===== src/rtl/uart_frame_sequencer_if.sv =====
// Bundle of UART, sample-memory, FFT and result-memory handshake signals
// between the frame sequencer (master) and its surroundings (slave).
interface uart_frame_sequencer_if #(
  parameter int unsigned ADDR_W = 4
);
  logic [7:0]        rx_byte;
  logic              rx_done;
  logic [7:0]        tx_byte;
  logic              tx_enable;
  logic              tx_busy;
  logic              mem_we;
  logic [ADDR_W-1:0] mem_waddr;
  logic [15:0]       mem_wdata;
  logic              fft_start;
  logic              fft_done;
  logic [ADDR_W-1:0] res_raddr;
  logic [15:0]       res_rdata;
  logic              busy;
  logic              err;
  logic              frame_led;

  modport master (
    input  rx_byte, rx_done, tx_busy, fft_done, res_rdata,
    output tx_byte, tx_enable, mem_we, mem_waddr, mem_wdata, fft_start, res_raddr,
           busy, err, frame_led
  );

  modport slave (
    output rx_byte, rx_done, tx_busy, fft_done, res_rdata,
    input  tx_byte, tx_enable, mem_we, mem_waddr, mem_wdata, fft_start, res_raddr,
           busy, err, frame_led
  );
endinterface


===== src/rtl/uart_frame_sequencer.sv =====
// Per-frame controller: sync hunt, sample load, FFT start/wait with timeout,
// then header plus 16-bit results streamed out through the byte transmitter.
module uart_frame_sequencer #(
  parameter int unsigned N_POINTS  = 16,
  parameter int unsigned ADDR_W    = 4,
  parameter logic [7:0]  SYNC_BYTE = 8'hA5,
  parameter int unsigned TIMEOUT   = 65535
) (
  input logic                    hwclk,
  input logic                    rst_n,
  uart_frame_sequencer_if.master bus
);

  localparam int unsigned BidxW = ADDR_W + 1;
  localparam int unsigned TmoW  = (TIMEOUT > 1) ? $clog2(TIMEOUT) : 1;
  localparam logic [BidxW-1:0]  LastBidx = BidxW'(2 * N_POINTS - 1);
  localparam logic [ADDR_W-1:0] LastAddr = ADDR_W'(N_POINTS - 1);

  typedef enum logic [2:0] {
    StIdle, StLoad, StStart, StWait, StTxHdr, StTxLo, StTxHi
  } state_e;

  // Per-byte transmit sub-phase; PhRead gives the result memory its read cycle.
  typedef enum logic [1:0] {PhRead, PhSend, PhWaitHi, PhWaitLo} phase_e;

  state_e            state_q;
  phase_e            phase_q;
  logic              rx_q;
  logic [BidxW-1:0]  bidx_q;
  logic [7:0]        low_q;
  logic [TmoW-1:0]   tmo_q;
  logic [7:0]        tx_byte_q;
  logic              tx_enable_q;
  logic              mem_we_q;
  logic [ADDR_W-1:0] mem_waddr_q;
  logic [15:0]       mem_wdata_q;
  logic              fft_start_q;
  logic [ADDR_W-1:0] res_raddr_q;
  logic              busy_q;
  logic              err_q;
  logic              frame_led_q;

  logic       new_byte;
  logic       overrun;
  logic [7:0] tx_src;

  assign new_byte = bus.rx_done & ~rx_q;
  assign overrun  = new_byte & (state_q != StIdle) & (state_q != StLoad);

  always_comb begin
    tx_src = 8'h00;
    unique case (state_q)
      StTxHdr: tx_src = SYNC_BYTE;
      StTxLo:  tx_src = bus.res_rdata[7:0];
      StTxHi:  tx_src = bus.res_rdata[15:8];
      default: tx_src = 8'h00;
    endcase
  end

  always_ff @(posedge hwclk or negedge rst_n) begin
    if (!rst_n) begin
      state_q     <= StIdle;
      phase_q     <= PhSend;
      rx_q        <= 1'b1;
      bidx_q      <= '0;
      low_q       <= '0;
      tmo_q       <= '0;
      tx_byte_q   <= '0;
      tx_enable_q <= 1'b0;
      mem_we_q    <= 1'b0;
      mem_waddr_q <= '0;
      mem_wdata_q <= '0;
      fft_start_q <= 1'b0;
      res_raddr_q <= '0;
      busy_q      <= 1'b0;
      err_q       <= 1'b0;
      frame_led_q <= 1'b0;
    end else begin
      rx_q        <= bus.rx_done;
      tx_enable_q <= 1'b0;
      mem_we_q    <= 1'b0;
      fft_start_q <= 1'b0;
      if (overrun) err_q <= 1'b1;

      unique case (state_q)
        StIdle: begin
          if (new_byte && bus.rx_byte == SYNC_BYTE) begin
            err_q   <= 1'b0;
            bidx_q  <= '0;
            busy_q  <= 1'b1;
            state_q <= StLoad;
          end
        end
        StLoad: begin
          if (new_byte) begin
            bidx_q <= bidx_q + BidxW'(1);
            if (!bidx_q[0]) begin
              low_q <= bus.rx_byte;
            end else begin
              mem_we_q    <= 1'b1;
              mem_waddr_q <= bidx_q[BidxW-1:1];
              mem_wdata_q <= {bus.rx_byte, low_q};
              if (bidx_q == LastBidx) state_q <= StStart;
            end
          end
        end
        StStart: begin
          fft_start_q <= 1'b1;
          tmo_q       <= TmoW'(TIMEOUT - 1);
          state_q     <= StWait;
        end
        StWait: begin
          // The start-pulse cycle counts towards the timeout but done is not sampled in it.
          if (!fft_start_q && bus.fft_done) begin
            res_raddr_q <= '0;
            phase_q     <= PhSend;
            state_q     <= StTxHdr;
          end else if (tmo_q == '0) begin
            err_q   <= 1'b1;
            busy_q  <= 1'b0;
            state_q <= StIdle;
          end else begin
            tmo_q <= tmo_q - TmoW'(1);
          end
        end
        StTxHdr, StTxLo, StTxHi: begin
          unique case (phase_q)
            PhRead: phase_q <= PhSend;
            PhSend: begin
              if (!bus.tx_busy) begin
                tx_byte_q   <= tx_src;
                tx_enable_q <= 1'b1;
                phase_q     <= PhWaitHi;
              end
            end
            PhWaitHi: if (bus.tx_busy) phase_q <= PhWaitLo;
            PhWaitLo: begin
              if (!bus.tx_busy) begin
                if (state_q == StTxHdr) begin
                  phase_q <= PhRead;
                  state_q <= StTxLo;
                end else if (state_q == StTxLo) begin
                  phase_q <= PhSend;
                  state_q <= StTxHi;
                end else if (res_raddr_q == LastAddr) begin
                  frame_led_q <= ~frame_led_q;
                  busy_q      <= 1'b0;
                  state_q     <= StIdle;
                end else begin
                  res_raddr_q <= res_raddr_q + ADDR_W'(1);
                  phase_q     <= PhRead;
                  state_q     <= StTxLo;
                end
              end
            end
            default: phase_q <= PhSend;
          endcase
        end
        default: begin
          busy_q  <= 1'b0;
          state_q <= StIdle;
        end
      endcase
    end
  end

  assign bus.tx_byte   = tx_byte_q;
  assign bus.tx_enable = tx_enable_q;
  assign bus.mem_we    = mem_we_q;
  assign bus.mem_waddr = mem_waddr_q;
  assign bus.mem_wdata = mem_wdata_q;
  assign bus.fft_start = fft_start_q;
  assign bus.res_raddr = res_raddr_q;
  assign bus.busy      = busy_q;
  assign bus.err       = err_q;
  assign bus.frame_led = frame_led_q;

endmodule


===== src/flat_wrapper.sv =====
// flat-port wrapper written by rule: the top's interface ports become plain ports
module uart_frame_sequencer_flat 
#(
  parameter int unsigned N_POINTS  = 16,
  parameter int unsigned ADDR_W    = 4,
  parameter logic [7:0]  SYNC_BYTE = 8'hA5,
  parameter int unsigned TIMEOUT   = 65535
)
  (hwclk, rst_n, bus_rx_byte, bus_rx_done, bus_tx_busy, bus_fft_done, bus_res_rdata, bus_tx_byte, bus_tx_enable, bus_mem_we, bus_mem_waddr, bus_mem_wdata, bus_fft_start, bus_res_raddr, bus_busy, bus_err, bus_frame_led);
  uart_frame_sequencer_if #(.ADDR_W(ADDR_W)) bus_i ();
  input logic hwclk;
  input logic rst_n;
  input wire logic [$bits(bus_i.rx_byte)-1:0] bus_rx_byte;
  input wire logic [$bits(bus_i.rx_done)-1:0] bus_rx_done;
  input wire logic [$bits(bus_i.tx_busy)-1:0] bus_tx_busy;
  input wire logic [$bits(bus_i.fft_done)-1:0] bus_fft_done;
  input wire logic [$bits(bus_i.res_rdata)-1:0] bus_res_rdata;
  output wire logic [$bits(bus_i.tx_byte)-1:0] bus_tx_byte;
  output wire logic [$bits(bus_i.tx_enable)-1:0] bus_tx_enable;
  output wire logic [$bits(bus_i.mem_we)-1:0] bus_mem_we;
  output wire logic [$bits(bus_i.mem_waddr)-1:0] bus_mem_waddr;
  output wire logic [$bits(bus_i.mem_wdata)-1:0] bus_mem_wdata;
  output wire logic [$bits(bus_i.fft_start)-1:0] bus_fft_start;
  output wire logic [$bits(bus_i.res_raddr)-1:0] bus_res_raddr;
  output wire logic [$bits(bus_i.busy)-1:0] bus_busy;
  output wire logic [$bits(bus_i.err)-1:0] bus_err;
  output wire logic [$bits(bus_i.frame_led)-1:0] bus_frame_led;
  assign bus_i.rx_byte = bus_rx_byte;
  assign bus_i.rx_done = bus_rx_done;
  assign bus_i.tx_busy = bus_tx_busy;
  assign bus_i.fft_done = bus_fft_done;
  assign bus_i.res_rdata = bus_res_rdata;
  assign bus_tx_byte = bus_i.tx_byte;
  assign bus_tx_enable = bus_i.tx_enable;
  assign bus_mem_we = bus_i.mem_we;
  assign bus_mem_waddr = bus_i.mem_waddr;
  assign bus_mem_wdata = bus_i.mem_wdata;
  assign bus_fft_start = bus_i.fft_start;
  assign bus_res_raddr = bus_i.res_raddr;
  assign bus_busy = bus_i.busy;
  assign bus_err = bus_i.err;
  assign bus_frame_led = bus_i.frame_led;
  uart_frame_sequencer #(.N_POINTS(N_POINTS), .ADDR_W(ADDR_W), .SYNC_BYTE(SYNC_BYTE), .TIMEOUT(TIMEOUT)) u_core (.hwclk(hwclk), .rst_n(rst_n), .bus(bus_i));
endmodule

===== config.mk =====
export PLATFORM = sky130hd
export DESIGN_NAME = uart_frame_sequencer_flat
export DESIGN_NICKNAME = d
export VERILOG_FILES = /design/src/rtl/uart_frame_sequencer_if.sv /design/src/rtl/uart_frame_sequencer.sv /design/src/flat_wrapper.sv
export SDC_FILE = /design/constraint.sdc
export NUM_CORES = 1
export LEC_CHECK = 0
export ABC_CLOCK_PERIOD_IN_PS = 2450
export CORE_MARGIN = 1.5
export CORE_UTILIZATION = 50
export CTS_BUF_LIST = sky130_fd_sc_hd__clkbuf_2 sky130_fd_sc_hd__clkbuf_4 sky130_fd_sc_hd__clkbuf_8
export DETAILED_ROUTE_END_ITERATION = 10
export HOLD_SLACK_MARGIN = 0.05
export PLACE_DENSITY = 0.75
export SKIP_CTS_REPAIR_TIMING = 1
export SKIP_LAST_GASP = 1
export SYNTH_ARGS = -nofsm -noshare
export SYNTH_HDL_FRONTEND = slang
export SYNTH_SLANG_ARGS = --single-unit

===== constraint.sdc =====
create_clock -name hwclk -period 2.45 [get_ports hwclk]
set_input_delay 0.49 -clock hwclk [delete_from_list [all_inputs] [get_ports hwclk]]
set_output_delay 0.49 -clock hwclk [all_outputs]
set_load 0.005 [all_outputs]

==> results of run 1 <==
-- synthesized netlist by cell type, types with 3 or more instances --
cell type | count | area [sq um]
and2_1 | 6 | 37.5
or3b_2 | 3 | 26.3
a31oi_1 | 5 | 31.3
o31ai_1 | 7 | 52.6
nor3b_1 | 3 | 22.5
nand3_1 | 17 | 85.1
and3_1 | 3 | 18.8
inv_1 | 13 | 48.8
nand4_1 | 4 | 25.0
nor2_1 | 20 | 75.1
nand2_1 | 7 | 26.3
mux2_2 | 30 | 338
mux2i_1 | 8 | 80.1
nor4_1 | 8 | 50.1
ha_1 | 8 | 100
clkbuf_1 | 14 | 52.6
a22oi_1 | 4 | 30.0
nand2b_1 | 9 | 56.3
a22o_1 | 6 | 52.6
or4_4 | 3 | 33.8
o21ai_0 | 23 | 115
nor3_1 | 8 | 40.0
or3_1 | 6 | 37.5
a21oi_1 | 10 | 50.1
or4_1 | 4 | 30.0
dfrtp_1 | 71 | 1780
-- final cells by class --
| cell class | count | share of cell area [%] |
|---|---|---|
| inverters | 14 | 1.12 |
| multi-input cells | 237 | 36.4 |
| flip-flops and latches | 73 | 39.1 |
| clock buffers | 9 | 2.65 |
| repair buffers | 82 | 16.6 |
| clock inverters | 7 | 1.50 |
| well taps | 99 | 2.65 |
-- worst max path at each step --
stage | slack, ps | depth (start not counted) | startpoint | to
floorplan | 250 | 6 | u_core.tmo_q[0] | u_core.state_q[1]
global placement | 180 | 4 | u_core.tmo_q[7] | u_core.state_q[1]
detailed placement | 140 | 5 | bus_rx_byte[7] | u_core.bidx_q[2]
CTS | 140 | 4 | u_core.tmo_q[7] | u_core.state_q[1]
global route | 70 | 6 | u_core.tmo_q[1] | u_core.state_q[1]
finish | 120 | 4 | u_core.tmo_q[7] | u_core.state_q[1]
-- layer usage --
metal	up-vias	track usage (%)	wire [um]
li1	1415	-	-
met1	1436	28.8	3690
met2	98	34.0	3700
met3	11	5.22	533
met4	0	8.24	113
met5	-	0	0
-- sequential cells by signal (all words and copies together), names as in the netlist --
name,count
u_core.bidx_q,5
u_core.bus.busy,1
u_core.bus.err,1
u_core.bus.fft_start,1
u_core.bus.frame_led,1
u_core.bus.mem_waddr,4
u_core.bus.mem_wdata,16
u_core.bus.mem_we,1
u_core.bus.res_raddr,4
u_core.bus.tx_byte,8
u_core.bus.tx_enable,1
u_core.low_q,8
u_core.phase_q,2
u_core.rx_q,1
u_core.state_q,3
u_core.tmo_q,16
-- power by group through the flow --
stage	clock [uW]	combinational (uW)	sequential, uW
after floorplan	0	1090	1910
after global placement	0	1870	1960
after detailed placement	0	1910	1980
after CTS	946	1920	1960
after global routing	1000	2140	2020
final	929	1910	1960
-- cell families (layout without fill, tap and decap cells) --
family,after synthesis,after routing,synth area share [%]
DFF,73,73,49.9
xor gates and xnor gates,1,1,0.239
muxes,38,38,11.4
adders and majority gates,8,8,2.73
buffers and inverters,31,112,3.58
and+or+nand+nor,115,115,18.7
AOI/OAI and AO/OA,75,75,13.5
-- stage by stage --
stage	instances	setup slack (ps)	area [sq um]	utilization [%]	power (uW)
finish	521	119	4680	65.2	4800
global route	521	70.0	4680	65.2	5170
CTS	521	141	4680	65.2	4830
detailed placement	505	143	4490	62.5	3890
global placement	505	182	4490	62.5	3830
floorplan	341	251	3660	-	3000
==> impl_metrics.json, run 1 <==
{
  "status": "completed",
  "grtUsageTotal_pct": 21.5,
  "dp_hpwl_um": 5850,
  "fp.dieW_um": 88.6,
  "fillers": 576,
  "clock_power_share_pct": 19.4,
  "wl_per_cell_um": 15.4,
  "setup_violations": 0,
  "synth_nets": 378,
  "grt_max_degree": 43,
  "slew_headroom_pct": 56.9,
  "nets": 454,
  "layout_commonest_cell": "dfrtp_1",
  "synth_seq_area_share_pct": 49.9,
  "drtPass1Iterations": 4,
  "numCtsBuffers": 9,
  "crit_family": "simple AND/OR/NAND/NOR gates",
  "drtAntennaViolNets": 0,
  "min_period_over_period_pct": 95.1,
  "worst-path-buf-inv": 0,
  "cts.sinks": 73,
  "num_rows": 31,
  "max_freq_mhz": 429,
  "r2r-start": "u_core.tmo_q[7]",
  "maxSlewViolCount": 0,
  "syn_inst": 341,
  "grt_pass1_vias": 2864,
  "crit_path_cell_trace": "or4_4, or4_4, a211o_1, a22o_1",
  "drive_gt1_share_pct": 18.5,
  "pin_count": 67,
  "cts_tree": "built",
  "tightestPinTransition_ps": 641,
  "synth.distinct_cells": 55,
  "p_switching_uw": 1610,
  "internal_power_uw": 3190,
  "regToRegSetupSlack_ps": 120,
  "antenna_found_initial": 0,
  "cts.htree.levels": 3,
  "finalClockSkew_ps": 10.1,
  "seq_area_sq_um": 1830,
  "multi_input_area_sq_um": 1700,
  "yosys_warnings": 0,
  "num_vias": 2960,
  "drt-initial-drc-count": 134,
  "routed_wirelength_um": 8030,
  "pwr-share-comb_pct": 39.8,
  "syn-cell-area_sq_um": 3660,
  "arrival_ps": 2560,
  "portBuffers": 66,
  "reg2reg_depth": 4,
  "slowest_delay_ps": 640,
  "cts_buffer_depth": 2,
  "synth-seq-cells": 73,
  "avgSynthCellArea_sq_um": 10.7,
  "startpoint_type": "flop",
  "setup_tns_ps": 0,
  "start_util_pct": 51.1,
  "cp_data_required_time_ps": 2680,
  "drt-vias-per-instance": 5.68,
  "drc": 0,
  "fin_hold_ws_ps": 110,
  "synth_edf_count": 0,
  "crit_slowest_cell": "or4_4",
  "core-area_sq_um": 7180,
  "min_period_ps": 2330,
  "irDropWorstVdd_mv": 0.588,
  "p_leak_uw": 0.00192,
  "yosys_most_used_dff": "dfrtp_1",
  "die_h_um": 88.6,
  "worstReg2RegEnd": "u_core.state_q[1]",
  "clockRootBuffer": "clkbuf_8",
  "clkTransAtPathRegs_ps": 80,
  "grt_overflow_total": 0,
  "rsz0062_at_grt": "false",
  "area_growth_pct": 27.8,
  "final_cell_mix": "71 x dfrtp_1, 65 x clkdlybuf4s50_1, 30 x mux2_2, 23 x o21ai_0, 20 x nor2_1",
  "hold_viol": 0,
  "gp_congestion": 0.848,
  "path_class": "flop to flop",
  "grt_pass1_wl_um": 13100,
  "min_path_type": "input pin to async pin",
  "path_common_cell": "or4_4",
  "maxCapViolations": 0,
  "switching_share_pct": 33.5,
  "postSynth.asyncResetShare_pct": 100,
  "crit_fanout": 12,
  "die_area_sq_um": 7850,
  "p_per_area_nw_per_um2": 1020,
  "crit_path_end_kind": "flop",
  "n_antenna_cell": 0,
  "seqPwrFrac_pct": 40.9,
  "clock_latency_ps": 350
}
(Power assumes the default switching activity.)
==> inputs of run 2 (changes only) <==
- SKIP_LAST_GASP: 1 -> not set
==> results of run 2 <==
Final layout, timing and power as in run 1 (identical DEF).
==> inputs of run 3 (changes only) <==
- SETUP_SLACK_MARGIN: not set -> 0.15
- TNS_END_PERCENT: not set -> 1
==> impl_metrics.json, run 3 (synthesis gave the netlist of run 1 again) <==
{
  "final_cell_mix": "71 x dfrtp_1, 65 x clkdlybuf4s50_1, 30 x mux2_2, 23 x o21ai_0",
  "finalClockSkew_ps": 9.74,
  "crit_slowest_cell": "or4_4",
  "layout_commonest_cell": "dfrtp_1",
  "arrival_ps": 2490,
  "area_growth_pct": 28.8,
  "cp_data_required_time_ps": 2680,
  "num_rows": 31,
  "path_class": "flop to flop",
  "status": "completed",
  "n_antenna_cell": 0,
  "crit_path_cell_trace": "inv_2, ha_2, or3b_4, or4_4, a211o_1, a22o_1",
  "wl_per_cell_um": 15.5,
  "p_leak_uw": 0.00193,
  "fp.dieW_um": 88.6,
  "min_path_type": "input pin to async pin",
  "stdcell_area_sq_um": 4720,
  "grt_pass1_wl_um": 13100,
  "cts_tree": "built",
  "cts.sinks": 73,
  "drt-vias-per-instance": 5.73,
  "postLayoutCoreUtil_pct": 65.8,
  "crit_family": "simple AND/OR/NAND/NOR gates",
  "maxCapViolations": 0,
  "grtUsageTotal_pct": 21.5,
  "drive_gt1_share_pct": 20.0,
  "drt-initial-drc-count": 129,
  "cts.htree.levels": 3,
  "fillers": 574,
  "grt_overflow_total": 0,
  "drtPass1Iterations": 4,
  "clock_latency_ps": 350,
  "num_vias": 3009,
  "start_util_pct": 51.1,
  "worst-path-buf-inv": 1,
  "drc": 0,
  "tightestPinTransition_ps": 628,
  "slew_headroom_pct": 57.7,
  "nets": 458,
  "crit_path_end_kind": "flop",
  "routed_wirelength_um": 8160,
  "core-area_sq_um": 7180,
  "rsz0062_at_grt": "false",
  "cts_buffer_depth": 2,
  "clockRootBuffer": "clkbuf_8",
  "maxSlewViolCount": 0,
  "die_area_sq_um": 7850,
  "antenna_found_initial": 0,
  "p_per_area_nw_per_um2": 1020,
  "finalNonFillerCells": 525,
  "clkTransAtPathRegs_ps": 80,
  "startpoint_type": "flop",
  "grt_pass1_vias": 2864,
  "min_period_over_period_pct": 91.9,
  "numCtsBuffers": 9,
  "grt_max_degree": 43,
  "gp_congestion": 0.848,
  "setup_violations": 0,
  "drtAntennaViolNets": 0,
  "setup_tns_ps": 0,
  "die_h_um": 88.6,
  "slowest_delay_ps": 600,
  "place_inst": 505,
  "place_area_sq_um": 4490,
  "min_period_ps": 2250,
  "max_freq_mhz": 444,
  "hold_viol": 0,
  "portBuffers": 66,
  "crit_fanout": 6,
  "irDropWorstVdd_mv": 0.588,
  "pin_count": 67,
  "dp_hpwl_um": 5850
}
-- run 3: final timing paths --
path	from	endpoint	slack (ps)	cells after the start
worst min-delay path	rst_n	u_core.bus.frame_led	110	1
worst max register to register	u_core.tmo_q[0]	u_core.state_q[1]	200	6
worst max-delay path	u_core.tmo_q[0]	u_core.state_q[1]	200	6
worst min register to register	u_core.bus.frame_led	u_core.bus.frame_led	470	1
min in group hwclk	u_core.bus.frame_led	u_core.bus.frame_led	470	1
max in group asynchronous	rst_n	u_core.bus.tx_byte[5]	1680	2
-- run 3: layer usage --
layer | global-route usage (%) | vias to the layer above | part of all wire (%)
met5 | 0 | - | 0
met4 | 8.24 | 0 | 1.4
met3 | 5.22 | 11 | 6.5
met2 | 34.0 | 106 | 46
met1 | 28.8 | 1468 | 46
li1 | - | 1424 | -
-- run 3: final cells by class --
type	instances	area [sq um]	area share (%)
Multi-Input combinational cell	237	1720	36.4
Timing Repair Buffer	86	806	17.1
Clock inverter	7	70.1	1.48
Inverter	14	52.6	1.11
Sequential cell	73	1830	38.7
Clock buffer	9	124	2.62
Tap cell	99	124	2.62
-- run 3: per-stage QoR --
stage / setup WS [ps] / total power [uW] / hold slack [ps]
2_1_floorplan: 251 / 3000 / 194
3_3_place_gp: 182 / 3830 / 457
3_5_place_dp: 143 / 3890 / 464
4_1_cts: 141 / 4830 / 123
5_1_grt: 155 / 5190 / 144
6_report: 199 / 4820 / 111
-- run 3: report_power, final --
group / switching [uW] / internal (uW)
logic: 838 / 1090
registers: 323 / 1640
clock network: 460 / 470
